### src/rtl/exc_ctrl_pkg.sv
// Shared definitions for the exception/interrupt control stage.
//   - Cause.ExcCode values produced by exc_ctrl
//   - CP0 register numbers that are forwarded from an in-flight mtc0
//   - Status bit positions (IE, EXL, IM field)
//   - MEM-stage exception flag bit positions
//   - FSM state encoding and the EPC helper
package exc_ctrl_pkg;

    // Cause.ExcCode values
    localparam logic [4:0] EXC_INT  = 5'h00;
    localparam logic [4:0] EXC_ADEL = 5'h04;
    localparam logic [4:0] EXC_ADES = 5'h05;
    localparam logic [4:0] EXC_SYS  = 5'h08;
    localparam logic [4:0] EXC_BP   = 5'h09;
    localparam logic [4:0] EXC_RI   = 5'h0a;
    localparam logic [4:0] EXC_OV   = 5'h0c;

    // CP0 register addresses
    localparam logic [4:0] CP0_STATUS = 5'd12;
    localparam logic [4:0] CP0_CAUSE  = 5'd13;
    localparam logic [4:0] CP0_EPC    = 5'd14;

    // Status bit indices
    localparam int STATUS_IE    = 0;
    localparam int STATUS_EXL   = 1;
    localparam int STATUS_IM_LO = 8;
    localparam int STATUS_IM_HI = 15;

    // Bit positions inside mem_exc_flags_i
    localparam int FLAG_RI        = 0;
    localparam int FLAG_OV        = 1;
    localparam int FLAG_SYSCALL   = 2;
    localparam int FLAG_BREAK     = 3;
    localparam int FLAG_ADEL_DATA = 4;
    localparam int FLAG_ADES      = 5;
    localparam int FLAG_ERET      = 6;

    typedef enum logic [1:0] {
        ST_IDLE  = 2'd0,
        ST_FLUSH = 2'd1,
        ST_HOLD  = 2'd2
    } state_t;

    // Restart PC for the faulting instruction: a delay-slot instruction
    // restarts at its branch (32-bit wrap-around is intended).
    function automatic logic [31:0] restart_pc(input logic [31:0] pc, input logic in_ds);
        return in_ds ? (pc - 32'd4) : pc;
    endfunction

endpackage

### src/rtl/exc_ctrl_if.sv
// Bundle of every non-clock/reset signal of exc_ctrl.
//   master : pipeline/CP0 side (drives MEM, CP0 and WB views, reads results)
//   slave  : exc_ctrl itself
interface exc_ctrl_if;
    logic [5:0]  int_i;
    logic        mem_valid_i;
    logic [31:0] mem_pc_i;
    logic        mem_in_delay_slot_i;
    logic [6:0]  mem_exc_flags_i;
    logic        mem_adel_fetch_i;
    logic [31:0] mem_badvaddr_i;
    logic [31:0] cp0_status_i;
    logic [31:0] cp0_cause_i;
    logic [31:0] cp0_epc_i;
    logic        wb_cp0_we_i;
    logic [4:0]  wb_cp0_waddr_i;
    logic [31:0] wb_cp0_data_i;
    logic        flush_o;
    logic [31:0] new_pc_o;
    logic        exc_we_o;
    logic [4:0]  exc_code_o;
    logic [31:0] exc_epc_o;
    logic        exc_bd_o;
    logic [31:0] exc_badvaddr_o;
    logic        eret_o;
    logic        stall_req_o;

    modport master (
        output int_i, mem_valid_i, mem_pc_i, mem_in_delay_slot_i, mem_exc_flags_i,
               mem_adel_fetch_i, mem_badvaddr_i, cp0_status_i, cp0_cause_i, cp0_epc_i,
               wb_cp0_we_i, wb_cp0_waddr_i, wb_cp0_data_i,
        input  flush_o, new_pc_o, exc_we_o, exc_code_o, exc_epc_o, exc_bd_o,
               exc_badvaddr_o, eret_o, stall_req_o
    );

    modport slave (
        input  int_i, mem_valid_i, mem_pc_i, mem_in_delay_slot_i, mem_exc_flags_i,
               mem_adel_fetch_i, mem_badvaddr_i, cp0_status_i, cp0_cause_i, cp0_epc_i,
               wb_cp0_we_i, wb_cp0_waddr_i, wb_cp0_data_i,
        output flush_o, new_pc_o, exc_we_o, exc_code_o, exc_epc_o, exc_bd_o,
               exc_badvaddr_o, eret_o, stall_req_o
    );
endinterface

### src/rtl/exc_ctrl_sync2.sv
// Generic two-flop synchronizer, reset to 0.
//   clk, rst : clock and synchronous active-high reset
//   d        : asynchronous input vector
//   q        : synchronized output, two clk cycles behind d
module exc_ctrl_sync2 #(
    parameter int WIDTH = 1
) (
    input  logic             clk,
    input  logic             rst,
    input  logic [WIDTH-1:0] d,
    output logic [WIDTH-1:0] q
);
    logic [WIDTH-1:0] meta_reg;
    logic [WIDTH-1:0] sync_reg;

    always_ff @(posedge clk) begin
        if (rst) begin
            meta_reg <= '0;
            sync_reg <= '0;
        end else begin
            meta_reg <= d;
            sync_reg <= meta_reg;
        end
    end

    assign q = sync_reg;
endmodule

### src/rtl/exc_ctrl.sv
// Exception/interrupt control stage.
// Looks at the MEM-stage instruction and the (WB-forwarded) CP0 state,
// picks the highest-priority exception, interrupt or ERET, and emits a
// registered one-cycle flush with redirect PC and CP0 update fields, then
// holds the front end for DRAIN_CYCLES cycles before accepting new events.
//   clk, rst : clock, synchronous active-high reset
//   bus      : exc_ctrl_if.slave (MEM/CP0/WB inputs, flush/CP0-update outputs)
module exc_ctrl
    import exc_ctrl_pkg::*;
#(
    parameter logic [31:0] EXC_VECTOR   = 32'h0000_0020,
    parameter int          DRAIN_CYCLES = 3
) (
    input  logic     clk,
    input  logic     rst,
    exc_ctrl_if.slave bus
);
    localparam logic [3:0] DRAIN_INIT = 4'(DRAIN_CYCLES - 1);

    logic [5:0]  int_sync;
    logic [31:0] status_f;
    logic [31:0] epc_f;
    logic [1:0]  cause_ip_f;
    logic        int_pend;
    logic        take_exc;
    logic        take_eret;
    logic [4:0]  code_next;
    logic [31:0] badvaddr_next;

    state_t      state_reg;
    logic [3:0]  cnt_reg;
    logic        flush_reg;
    logic        exc_we_reg;
    logic        eret_reg;
    logic        stall_reg;
    logic [31:0] new_pc_reg;
    logic [4:0]  code_reg;
    logic [31:0] epc_reg;
    logic        bd_reg;
    logic [31:0] badvaddr_reg;

    exc_ctrl_sync2 #(.WIDTH(6)) u_sync2 (
        .clk (clk),
        .rst (rst),
        .d   (bus.int_i),
        .q   (int_sync)
    );

    // An mtc0 sitting in WB has not reached CP0 yet; use its data instead.
    always_comb begin
        status_f   = bus.cp0_status_i;
        epc_f      = bus.cp0_epc_i;
        cause_ip_f = bus.cp0_cause_i[9:8];
        if (bus.wb_cp0_we_i) begin
            if (bus.wb_cp0_waddr_i == CP0_STATUS) status_f   = bus.wb_cp0_data_i;
            if (bus.wb_cp0_waddr_i == CP0_EPC)    epc_f      = bus.wb_cp0_data_i;
            if (bus.wb_cp0_waddr_i == CP0_CAUSE)  cause_ip_f = bus.wb_cp0_data_i[9:8];
        end
    end

    // IP[7:2] are hardware lines, IP[1:0] the software bits from Cause.
    assign int_pend = status_f[STATUS_IE] & ~status_f[STATUS_EXL] &
                      (|({int_sync, cause_ip_f} & status_f[STATUS_IM_HI:STATUS_IM_LO]));

    // Priority encoder over the MEM-stage events.
    always_comb begin
        take_exc      = 1'b0;
        take_eret     = 1'b0;
        code_next     = EXC_INT;
        badvaddr_next = '0;
        if (bus.mem_valid_i) begin
            if (int_pend) begin
                take_exc = 1'b1;
            end else if (bus.mem_adel_fetch_i) begin
                take_exc      = 1'b1;
                code_next     = EXC_ADEL;
                badvaddr_next = bus.mem_pc_i;
            end else if (bus.mem_exc_flags_i[FLAG_RI]) begin
                take_exc  = 1'b1;
                code_next = EXC_RI;
            end else if (bus.mem_exc_flags_i[FLAG_OV]) begin
                take_exc  = 1'b1;
                code_next = EXC_OV;
            end else if (bus.mem_exc_flags_i[FLAG_SYSCALL]) begin
                take_exc  = 1'b1;
                code_next = EXC_SYS;
            end else if (bus.mem_exc_flags_i[FLAG_BREAK]) begin
                take_exc  = 1'b1;
                code_next = EXC_BP;
            end else if (bus.mem_exc_flags_i[FLAG_ADEL_DATA]) begin
                take_exc      = 1'b1;
                code_next     = EXC_ADEL;
                badvaddr_next = bus.mem_badvaddr_i;
            end else if (bus.mem_exc_flags_i[FLAG_ADES]) begin
                take_exc      = 1'b1;
                code_next     = EXC_ADES;
                badvaddr_next = bus.mem_badvaddr_i;
            end else if (bus.mem_exc_flags_i[FLAG_ERET]) begin
                take_eret = 1'b1;
            end
        end
    end

    // Control FSM; all outputs are registered here. Data outputs keep their
    // last value outside FLUSH; only the strobes return to 0.
    always_ff @(posedge clk) begin
        if (rst) begin
            state_reg    <= ST_IDLE;
            cnt_reg      <= '0;
            flush_reg    <= 1'b0;
            exc_we_reg   <= 1'b0;
            eret_reg     <= 1'b0;
            stall_reg    <= 1'b0;
            new_pc_reg   <= '0;
            code_reg     <= '0;
            epc_reg      <= '0;
            bd_reg       <= 1'b0;
            badvaddr_reg <= '0;
        end else begin
            case (state_reg)
                ST_IDLE: begin
                    if (take_exc) begin
                        state_reg    <= ST_FLUSH;
                        flush_reg    <= 1'b1;
                        exc_we_reg   <= 1'b1;
                        stall_reg    <= 1'b1;
                        new_pc_reg   <= EXC_VECTOR;
                        code_reg     <= code_next;
                        epc_reg      <= restart_pc(bus.mem_pc_i, bus.mem_in_delay_slot_i);
                        bd_reg       <= bus.mem_in_delay_slot_i;
                        badvaddr_reg <= badvaddr_next;
                    end else if (take_eret) begin
                        state_reg  <= ST_FLUSH;
                        flush_reg  <= 1'b1;
                        eret_reg   <= 1'b1;
                        stall_reg  <= 1'b1;
                        new_pc_reg <= epc_f;
                    end
                end
                ST_FLUSH: begin
                    state_reg  <= ST_HOLD;
                    flush_reg  <= 1'b0;
                    exc_we_reg <= 1'b0;
                    eret_reg   <= 1'b0;
                    cnt_reg    <= DRAIN_INIT;
                end
                ST_HOLD: begin
                    // Events seen here are dropped; the refetched instruction
                    // raises them again once we are back in IDLE.
                    if (cnt_reg == 4'd0) begin
                        state_reg <= ST_IDLE;
                        stall_reg <= 1'b0;
                    end else begin
                        cnt_reg <= cnt_reg - 4'd1;
                    end
                end
                default: state_reg <= ST_IDLE;
            endcase
        end
    end

    assign bus.flush_o        = flush_reg;
    assign bus.exc_we_o       = exc_we_reg;
    assign bus.eret_o         = eret_reg;
    assign bus.stall_req_o    = stall_reg;
    assign bus.new_pc_o       = new_pc_reg;
    assign bus.exc_code_o     = code_reg;
    assign bus.exc_epc_o      = epc_reg;
    assign bus.exc_bd_o       = bd_reg;
    assign bus.exc_badvaddr_o = badvaddr_reg;

    // Bits of Status/Cause this stage has no use for.
    logic unused_bits;
    assign unused_bits = ^{bus.cp0_cause_i[31:10], bus.cp0_cause_i[7:0],
                           status_f[31:16], status_f[7:2]};
endmodule

### src/flat_wrapper.sv
// flat-port wrapper written by rule: the top's interface ports become plain ports
module exc_ctrl_flat import exc_ctrl_pkg::*;
#(
    parameter logic [31:0] EXC_VECTOR   = 32'h0000_0020,
    parameter int          DRAIN_CYCLES = 3
)
  (clk, rst, bus_int_i, bus_mem_valid_i, bus_mem_pc_i, bus_mem_in_delay_slot_i, bus_mem_exc_flags_i, bus_mem_adel_fetch_i, bus_mem_badvaddr_i, bus_cp0_status_i, bus_cp0_cause_i, bus_cp0_epc_i, bus_wb_cp0_we_i, bus_wb_cp0_waddr_i, bus_wb_cp0_data_i, bus_flush_o, bus_new_pc_o, bus_exc_we_o, bus_exc_code_o, bus_exc_epc_o, bus_exc_bd_o, bus_exc_badvaddr_o, bus_eret_o, bus_stall_req_o);
  exc_ctrl_if bus_i ();
  input  logic clk;
  input  logic rst;
  input wire logic [$bits(bus_i.int_i)-1:0] bus_int_i;
  input wire logic [$bits(bus_i.mem_valid_i)-1:0] bus_mem_valid_i;
  input wire logic [$bits(bus_i.mem_pc_i)-1:0] bus_mem_pc_i;
  input wire logic [$bits(bus_i.mem_in_delay_slot_i)-1:0] bus_mem_in_delay_slot_i;
  input wire logic [$bits(bus_i.mem_exc_flags_i)-1:0] bus_mem_exc_flags_i;
  input wire logic [$bits(bus_i.mem_adel_fetch_i)-1:0] bus_mem_adel_fetch_i;
  input wire logic [$bits(bus_i.mem_badvaddr_i)-1:0] bus_mem_badvaddr_i;
  input wire logic [$bits(bus_i.cp0_status_i)-1:0] bus_cp0_status_i;
  input wire logic [$bits(bus_i.cp0_cause_i)-1:0] bus_cp0_cause_i;
  input wire logic [$bits(bus_i.cp0_epc_i)-1:0] bus_cp0_epc_i;
  input wire logic [$bits(bus_i.wb_cp0_we_i)-1:0] bus_wb_cp0_we_i;
  input wire logic [$bits(bus_i.wb_cp0_waddr_i)-1:0] bus_wb_cp0_waddr_i;
  input wire logic [$bits(bus_i.wb_cp0_data_i)-1:0] bus_wb_cp0_data_i;
  output wire logic [$bits(bus_i.flush_o)-1:0] bus_flush_o;
  output wire logic [$bits(bus_i.new_pc_o)-1:0] bus_new_pc_o;
  output wire logic [$bits(bus_i.exc_we_o)-1:0] bus_exc_we_o;
  output wire logic [$bits(bus_i.exc_code_o)-1:0] bus_exc_code_o;
  output wire logic [$bits(bus_i.exc_epc_o)-1:0] bus_exc_epc_o;
  output wire logic [$bits(bus_i.exc_bd_o)-1:0] bus_exc_bd_o;
  output wire logic [$bits(bus_i.exc_badvaddr_o)-1:0] bus_exc_badvaddr_o;
  output wire logic [$bits(bus_i.eret_o)-1:0] bus_eret_o;
  output wire logic [$bits(bus_i.stall_req_o)-1:0] bus_stall_req_o;
  assign bus_i.int_i = bus_int_i;
  assign bus_i.mem_valid_i = bus_mem_valid_i;
  assign bus_i.mem_pc_i = bus_mem_pc_i;
  assign bus_i.mem_in_delay_slot_i = bus_mem_in_delay_slot_i;
  assign bus_i.mem_exc_flags_i = bus_mem_exc_flags_i;
  assign bus_i.mem_adel_fetch_i = bus_mem_adel_fetch_i;
  assign bus_i.mem_badvaddr_i = bus_mem_badvaddr_i;
  assign bus_i.cp0_status_i = bus_cp0_status_i;
  assign bus_i.cp0_cause_i = bus_cp0_cause_i;
  assign bus_i.cp0_epc_i = bus_cp0_epc_i;
  assign bus_i.wb_cp0_we_i = bus_wb_cp0_we_i;
  assign bus_i.wb_cp0_waddr_i = bus_wb_cp0_waddr_i;
  assign bus_i.wb_cp0_data_i = bus_wb_cp0_data_i;
  assign bus_flush_o = bus_i.flush_o;
  assign bus_new_pc_o = bus_i.new_pc_o;
  assign bus_exc_we_o = bus_i.exc_we_o;
  assign bus_exc_code_o = bus_i.exc_code_o;
  assign bus_exc_epc_o = bus_i.exc_epc_o;
  assign bus_exc_bd_o = bus_i.exc_bd_o;
  assign bus_exc_badvaddr_o = bus_i.exc_badvaddr_o;
  assign bus_eret_o = bus_i.eret_o;
  assign bus_stall_req_o = bus_i.stall_req_o;
  exc_ctrl #(.EXC_VECTOR(EXC_VECTOR), .DRAIN_CYCLES(DRAIN_CYCLES)) u_core (.clk(clk), .rst(rst), .bus(bus_i));
endmodule
### config.mk
export PLATFORM = sky130hd
export DESIGN_NAME = exc_ctrl_flat
export DESIGN_NICKNAME = d
export VERILOG_FILES = /design/src/rtl/exc_ctrl_pkg.sv /design/src/rtl/exc_ctrl_if.sv /design/src/rtl/exc_ctrl_sync2.sv /design/src/rtl/exc_ctrl.sv /design/src/flat_wrapper.sv
export SDC_FILE = /design/constraint.sdc
export NUM_CORES = 1
export LEC_CHECK = 0
export CORE_ASPECT_RATIO = 0.8
export CORE_MARGIN = 5
export CORE_UTILIZATION = 40
export CTS_CLUSTER_SIZE = 28
export DETAILED_ROUTE_END_ITERATION = 6
export GPL_TIMING_DRIVEN = 1
export PLACE_DENSITY = 0.9
export SLEW_MARGIN = 20
export SYNTH_ARGS = -nofsm -noshare
export SYNTH_HDL_FRONTEND = slang
export SYNTH_HIERARCHICAL = 1
export SYNTH_SLANG_ARGS = --single-unit
### constraint.sdc
create_clock -name clk -period 4.9 [get_ports clk]
set_input_delay 1.225 -clock clk [delete_from_list [all_inputs] [get_ports clk]]
set_output_delay 1.225 -clock clk [all_outputs]
set_load 0.02 [all_outputs]
-- Word-level counts from Yosys, hierarchy flattened
Index checks and enable logic that the tools add are counted.
- memory bits (read-only): 0
- register bits: 124
- memories kept: 0
- bits of input ports: 216
- bits in writable memories: 0
- output and inout bits: 106
- bits in latches: 0
- word-level logic and storage cells: 106
- shift-type cells: 0
- multiplexer cells: 61
- add/subtract/negate cells: 2
- multipliers: 0
- magnitude comparators: 0
- eq/ne operators: 11
- reductions and logical operators: 15
- div/mod/pow operators: 0
- bitwise logic cells: 4
- operator list (operator ; count):
    two-way mux 32 bit ; 14
    two-way mux 5 bit ; 8
    two-way mux 16 bit ; 2
    subtractor 32 x 3 -> 32 bit, second input constant ; 1
    two-way mux 1 bit ; 24
    == test 5 x 4 -> 1 bit, second input constant ; 3
    AND reduction 2 bit ; 6
    two-way mux 2 bit ; 5
    AND 8 bit ; 1
    case mux 1 bit (2 select lines) ; 4
    case mux 4 bit (2 select lines) ; 1
    nonzero test 2 bit ; 4
    OR reduction 8 bit ; 1
    inequality test 2 x 1 -> 1 bit, second input constant ; 3
    case mux 2 bit (3 select lines) ; 1
    AND reduction 3 bit ; 2
    logical NOT 4 bit ; 1
    two-way mux 4 bit ; 1
    inequality test 2 bit, second input constant ; 2
    subtractor 4 x 1 -> 4 bit, second input constant ; 1
    two-way mux 3 bit ; 1
    inequality test 3 x 1 -> 1 bit, second input constant ; 1
    AND 1 bit ; 2
    == test 2 x 1 -> 1 bit, second input constant ; 1
    other kinds (3) ; 3

-- Longest topological paths before layout
- word-level depth: 13
- mapped depth: 9

-- Hierarchy
The synthesis kept the hierarchy.
- modules (own cells, without submodules) (module ; times used ; area an instance (µm²) ; cells an instance ; seq. area each (µm²)):
    exc_ctrl ; 1 ; 5769.3 ; 619 ; 2222.1
    exc_ctrl_sync2 ; 1 ; 366.6 ; 25 ; 240.2

-- Worst setup path after synthesis
Ideal clock, no wire load.
- path type: in2reg
- start: input bus_mem_exc_flags_i[0]
- end: register u_core.new_pc_reg[10], in the netlist u_core/bus.new_pc_o[10]
- library setup time: 72 ps
- buffers on the path: 2
- arrival time: 3205 ps
- stages: 8
- setup slack: 1623 ps
- path through: or4_4 or4_4 nor4_4 a21oi_2 a41oi_2 buf_4 buf_6 mux2i_1
- cells in the longest elaborated chain, start to end: 6
- elaborated cells between the ends (all ways): 11
- those cells by class: mux (9); reduce/logical (2)
- ends and longest elaborated chain (what ; RTL line ; source):
    from (decl) ; flat_wrapper.sv:15 ; input wire logic [$bits(bus_i.mem_exc_flags_i)-1:0] bus_mem_exc_flags_i;
    two-way mux 1 bit ; exc_ctrl.sv:78 ; end else if (bus.mem_exc_flags_i[FLAG_RI]) begin
    two-way mux 1 bit ; exc_ctrl.sv:74 ; end else if (bus.mem_adel_fetch_i) begin
    two-way mux 1 bit ; exc_ctrl.sv:72 ; if (int_pend) begin
    two-way mux 1 bit ; exc_ctrl.sv:71 ; if (bus.mem_valid_i) begin
    nonzero test 2 bit (no line) ; n/a ;
    AND reduction 2 bit (no line) ; n/a ;
    to (signal assigned) ; exc_ctrl.sv:137 ; new_pc_reg <= epc_f;
    to (decl) ; exc_ctrl.sv:36 ; logic [31:0] new_pc_reg;
Parallel ways exist; a longest one is shown, timed or not.
A chain may end at the register's enable or synchronous reset.

-- Worst setup path after layout
- start: input bus_wb_cp0_waddr_i[0]
- end: register u_core.new_pc_reg[29], in the netlist u_core/bus.new_pc_o[29]
- cells in the longest elaborated chain, start to end: 10
- elaborated cells between the ends (all ways): 22
- those cells by class: eq/ne (3); mux (12); bitwise (4); reduce/logical (3)
- ends and longest elaborated chain (what ; RTL line ; source):
    from (decl) ; flat_wrapper.sv:22 ; input wire logic [$bits(bus_i.wb_cp0_waddr_i)-1:0] bus_wb_cp0_waddr_i;
    == test 5 x 4 -> 1 bit, on equally long branches ; exc_ctrl.sv:57, exc_ctrl.sv:55 ;
    two-way mux 2 bit or two-way mux 16 bit (tied branches) ; exc_ctrl.sv:57, exc_ctrl.sv:55 ;
    two-way mux 2 bit or two-way mux 16 bit (tied branches) ; exc_ctrl.sv:54 ; if (bus.wb_cp0_we_i) begin
    AND 8 bit or inverter 1 bit (tied branches) ; exc_ctrl.sv:63, exc_ctrl.sv:62 ;
    OR reduction 8 bit or AND 1 bit (tied branches) ; exc_ctrl.sv:63, exc_ctrl.sv:62 ;
    AND 1 bit ; exc_ctrl.sv:62 ; assign int_pend = status_f[STATUS_IE] & ~status_f[STATUS_EXL] &
    two-way mux 1 bit ; exc_ctrl.sv:72 ;
    two-way mux 1 bit ; exc_ctrl.sv:71 ;
    nonzero test 2 bit (no line) ; n/a ;
    AND reduction 2 bit (no line) ; n/a ;
Parallel ways exist; a longest one is shown, timed or not. The select of a mux whose other input is x is not followed.

==> reports/results.tsv <==
metric	value	unit
hpwl	14170	microns
syn_avg_cell_area	9.528	sq um
drive_above_1_share	0.1261	
start_util	0.4087	
dr_total_vias	5628	
start_kind	input port	
viasPerCell	5.149	
htree_levels	4	
synthesis.area	6136	sq um
finalHoldViolCount	0	
status	completed	
grt_max_degree	87	
worstSetupPathType	input port to flip-flop	
cts_made_buffers	17	
worst_slew_pin_slew	817.0	ps
ys_async_sr_fraction	0	
cp.required	5220	ps
syn_inst	644	
post-cts-setup-buffer-count	0	
irDropWorstVdd	0.2170	mV
synth_nets	862	
fin_tns_setup	0	ps
nNetsFinal	1112	
ys_types	63	
initialDrtViolationCount	288	
antenna_left	0	
rsz0062_at_grt	false	
crit_slowest_cell	clkdlybuf4s50_1	
die_x	148.5	microns
grt-ovfl-total	0	
cp.arrival	4220	ps
rows	40	
dieArea	17930	sq um
synth-seq-cells	123	
yosysMostFrequentCell	dfxtp_1	
drc	0	
crit_fanout	24	
antenna_cells	0	
wl_per_cell	17.55	microns
fp.dieH	120.8	microns
coreArea	15010	sq um
drt-pass1-iter-count	4	
synth.top_cell.area_share	0.4013	
fin_crit	3899	ps
finalClockSkew	10.05	ps
worst_hold_path_type	flip-flop to flip-flop	
place_congestion	0.8408	
portBuffers	268	
p_leak	3.430	nW
tritoncts	done	
clockRootBuffer	clkbuf_16	
antenna_found_initial	0	
grt_pass1_wl	30060	microns
cts_sinks	123	
cp_cell_sequence	clkdlybuf4s50_1, mux2_2, a22oi_1, mux2i_1, nor4_1, a21oi_4, a41oi_4, buf_4, mux2i_1	
wl_met2	9499	microns
ioPinCount	322	
grt_use_total	0.2095	
maxUsedRoutingLayer	met4	
yosysSeqAreaShare	0.4013	
setup_viol	0	
period_share	0.7957	
insertion_delay	400	ps
clk_transition_reported_paths	50	ps
max_stage_delay	610	ps
grt_pass1_vias	5746	
end_kind	flip-flop	
maxSlewViolCount	0	
max_slew_margin	0.4503	
yosys_most_used_dff	dfxtp_1	
wl_met3	1460	microns
synth_enable_flop_cells	0	
syn_to_final_growth	55.00	%
cts_resized	0	
hold_buffers	0	
synth_area_leaders	dfxtp_1 (40%), mux2i_1 (7.3%), mux2_2 (6.1%)	
synth_common_cells	dfxtp_1 (123), nor2_1 (58), nand2_1 (55), nand2b_1 (46), mux2i_1 (45)	
max_freq	256.5	MHz
yosysTopAreaCell	dfxtp_1	
wl_met1	7837	microns
whs	431.4	ps
routed_wirelength	19180	microns
powerDensity	305.1	nW/um^2
fillers	1227	
cts_buffer_depth	2	
yosysWarnings	6	
cap_violations	0	
crit_top_cell	mux2i_1	
## cell usage in the layout, fill, tap and decap left out, types with 4 or more instances in the layout
master,Yosys,layout
a211oi_1,22,22
a211oi_2,5,5
a21oi_1,17,17
a22o_1,8,8
a22oi_1,26,26
buf_4,5,10
clkbuf_16,0,17
clkdlybuf4s50_1,0,267
dfxtp_1,123,123
inv_1,6,6
mux2_2,33,33
mux2i_1,45,45
nand2_1,55,55
nand2b_1,46,46
nand3_1,6,6
nand4_1,7,7
nand4b_1,4,4
nor2_1,58,58
nor2b_1,5,5
nor2b_2,8,8
nor3_1,12,11
nor3_2,3,4
nor4_1,7,7
o2bb2ai_1,25,25
xnor2_1,19,19
xor2_1,8,8
## area by class of cell
cell class              count  area (sq um)  area share
clock buffers              22         474.2     0.04986
clock inverters             7         116.4     0.01224
inverters                   6         22.52    0.002368
multi-input cells         468          3431      0.3607
flip-flops and latches    123          2462      0.2589
well taps                 189         236.5     0.02487
repair buffers            278          2768      0.2910
## cell families (layout without fill, tap and decap cells)
| kind of cell | count (synthesis) | in the layout | share of synthesized area |
|---|---|---|---|
| adders and majority gates | 2 | 2 | 0.004078 |
| DFF | 123 | 123 | 0.4013 |
| buffers and inverters | 53 | 313 | 0.04425 |
| AOI/OAI and AO/OA | 120 | 120 | 0.1525 |
| muxes | 78 | 78 | 0.1340 |
| and+or+nand+nor | 240 | 240 | 0.2247 |
| other | 1 | 1 | 0.0006112 |
| xor gates and xnor gates | 27 | 27 | 0.03854 |
## worst paths after layout
check                                                            end  slack (ps)  cells past startpoint                                  start
worst max-delay path            u_core/bus.new_pc_o[29]$_SDFFE_PP0P_        1000                      9                  bus_wb_cp0_waddr_i[0]
worst min-delay path                  u_core/u_sync2/q[0]$_SDFF_PP0_         430                      1  u_core/u_sync2/meta_reg[0]$_SDFF_PP0_
worst max register to register  u_core/bus.new_pc_o[29]$_SDFFE_PP0P_        2640                      7         u_core/u_sync2/q[0]$_SDFF_PP0_
worst min register to register        u_core/u_sync2/q[0]$_SDFF_PP0_         430                      1  u_core/u_sync2/meta_reg[0]$_SDFF_PP0_
## layer usage
metal | vias to the layer above | track usage
met3 | 27 | 0.07381
met4 | 0 | 0.06867
met1 | 2606 | 0.2490
met5 | - | 0
met2 | 190 | 0.3534
li1 | 2805 | -
## where the power goes
group / internal [W] / switching, W / total [W]
Sequential: 0.00106 / 0.0000300 / 0.00109
Clock: 0.000830 / 0.000426 / 0.00126
Combinational: 0.000298 / 0.000260 / 0.000558
## through the flow
step                cell area, sq um  worst slack, ps  cells    util  total power, W
global placement                8920            674.3   1064  0.5941        0.001653
detailed placement              8920            601.1   1064  0.5941        0.001665
global route                    9510            839.7   1093  0.6334        0.003023
finish                          9510             1001   1093  0.6334        0.002902
floorplan                       6136             1623    644       -        0.001373
CTS                             9510             1020   1093  0.6334        0.002931
## critical path: cells and delay by family
| kind | cells | cell delay, ps |
|---|---|---|
| buffers and inverters | 2 | 1000 |
| muxes | 3 | 750 |
| AOI/OAI and AO/OA | 3 | 620 |
| and+or+nand+nor | 1 | 610 |
Power figures use the tool's default switching activity.
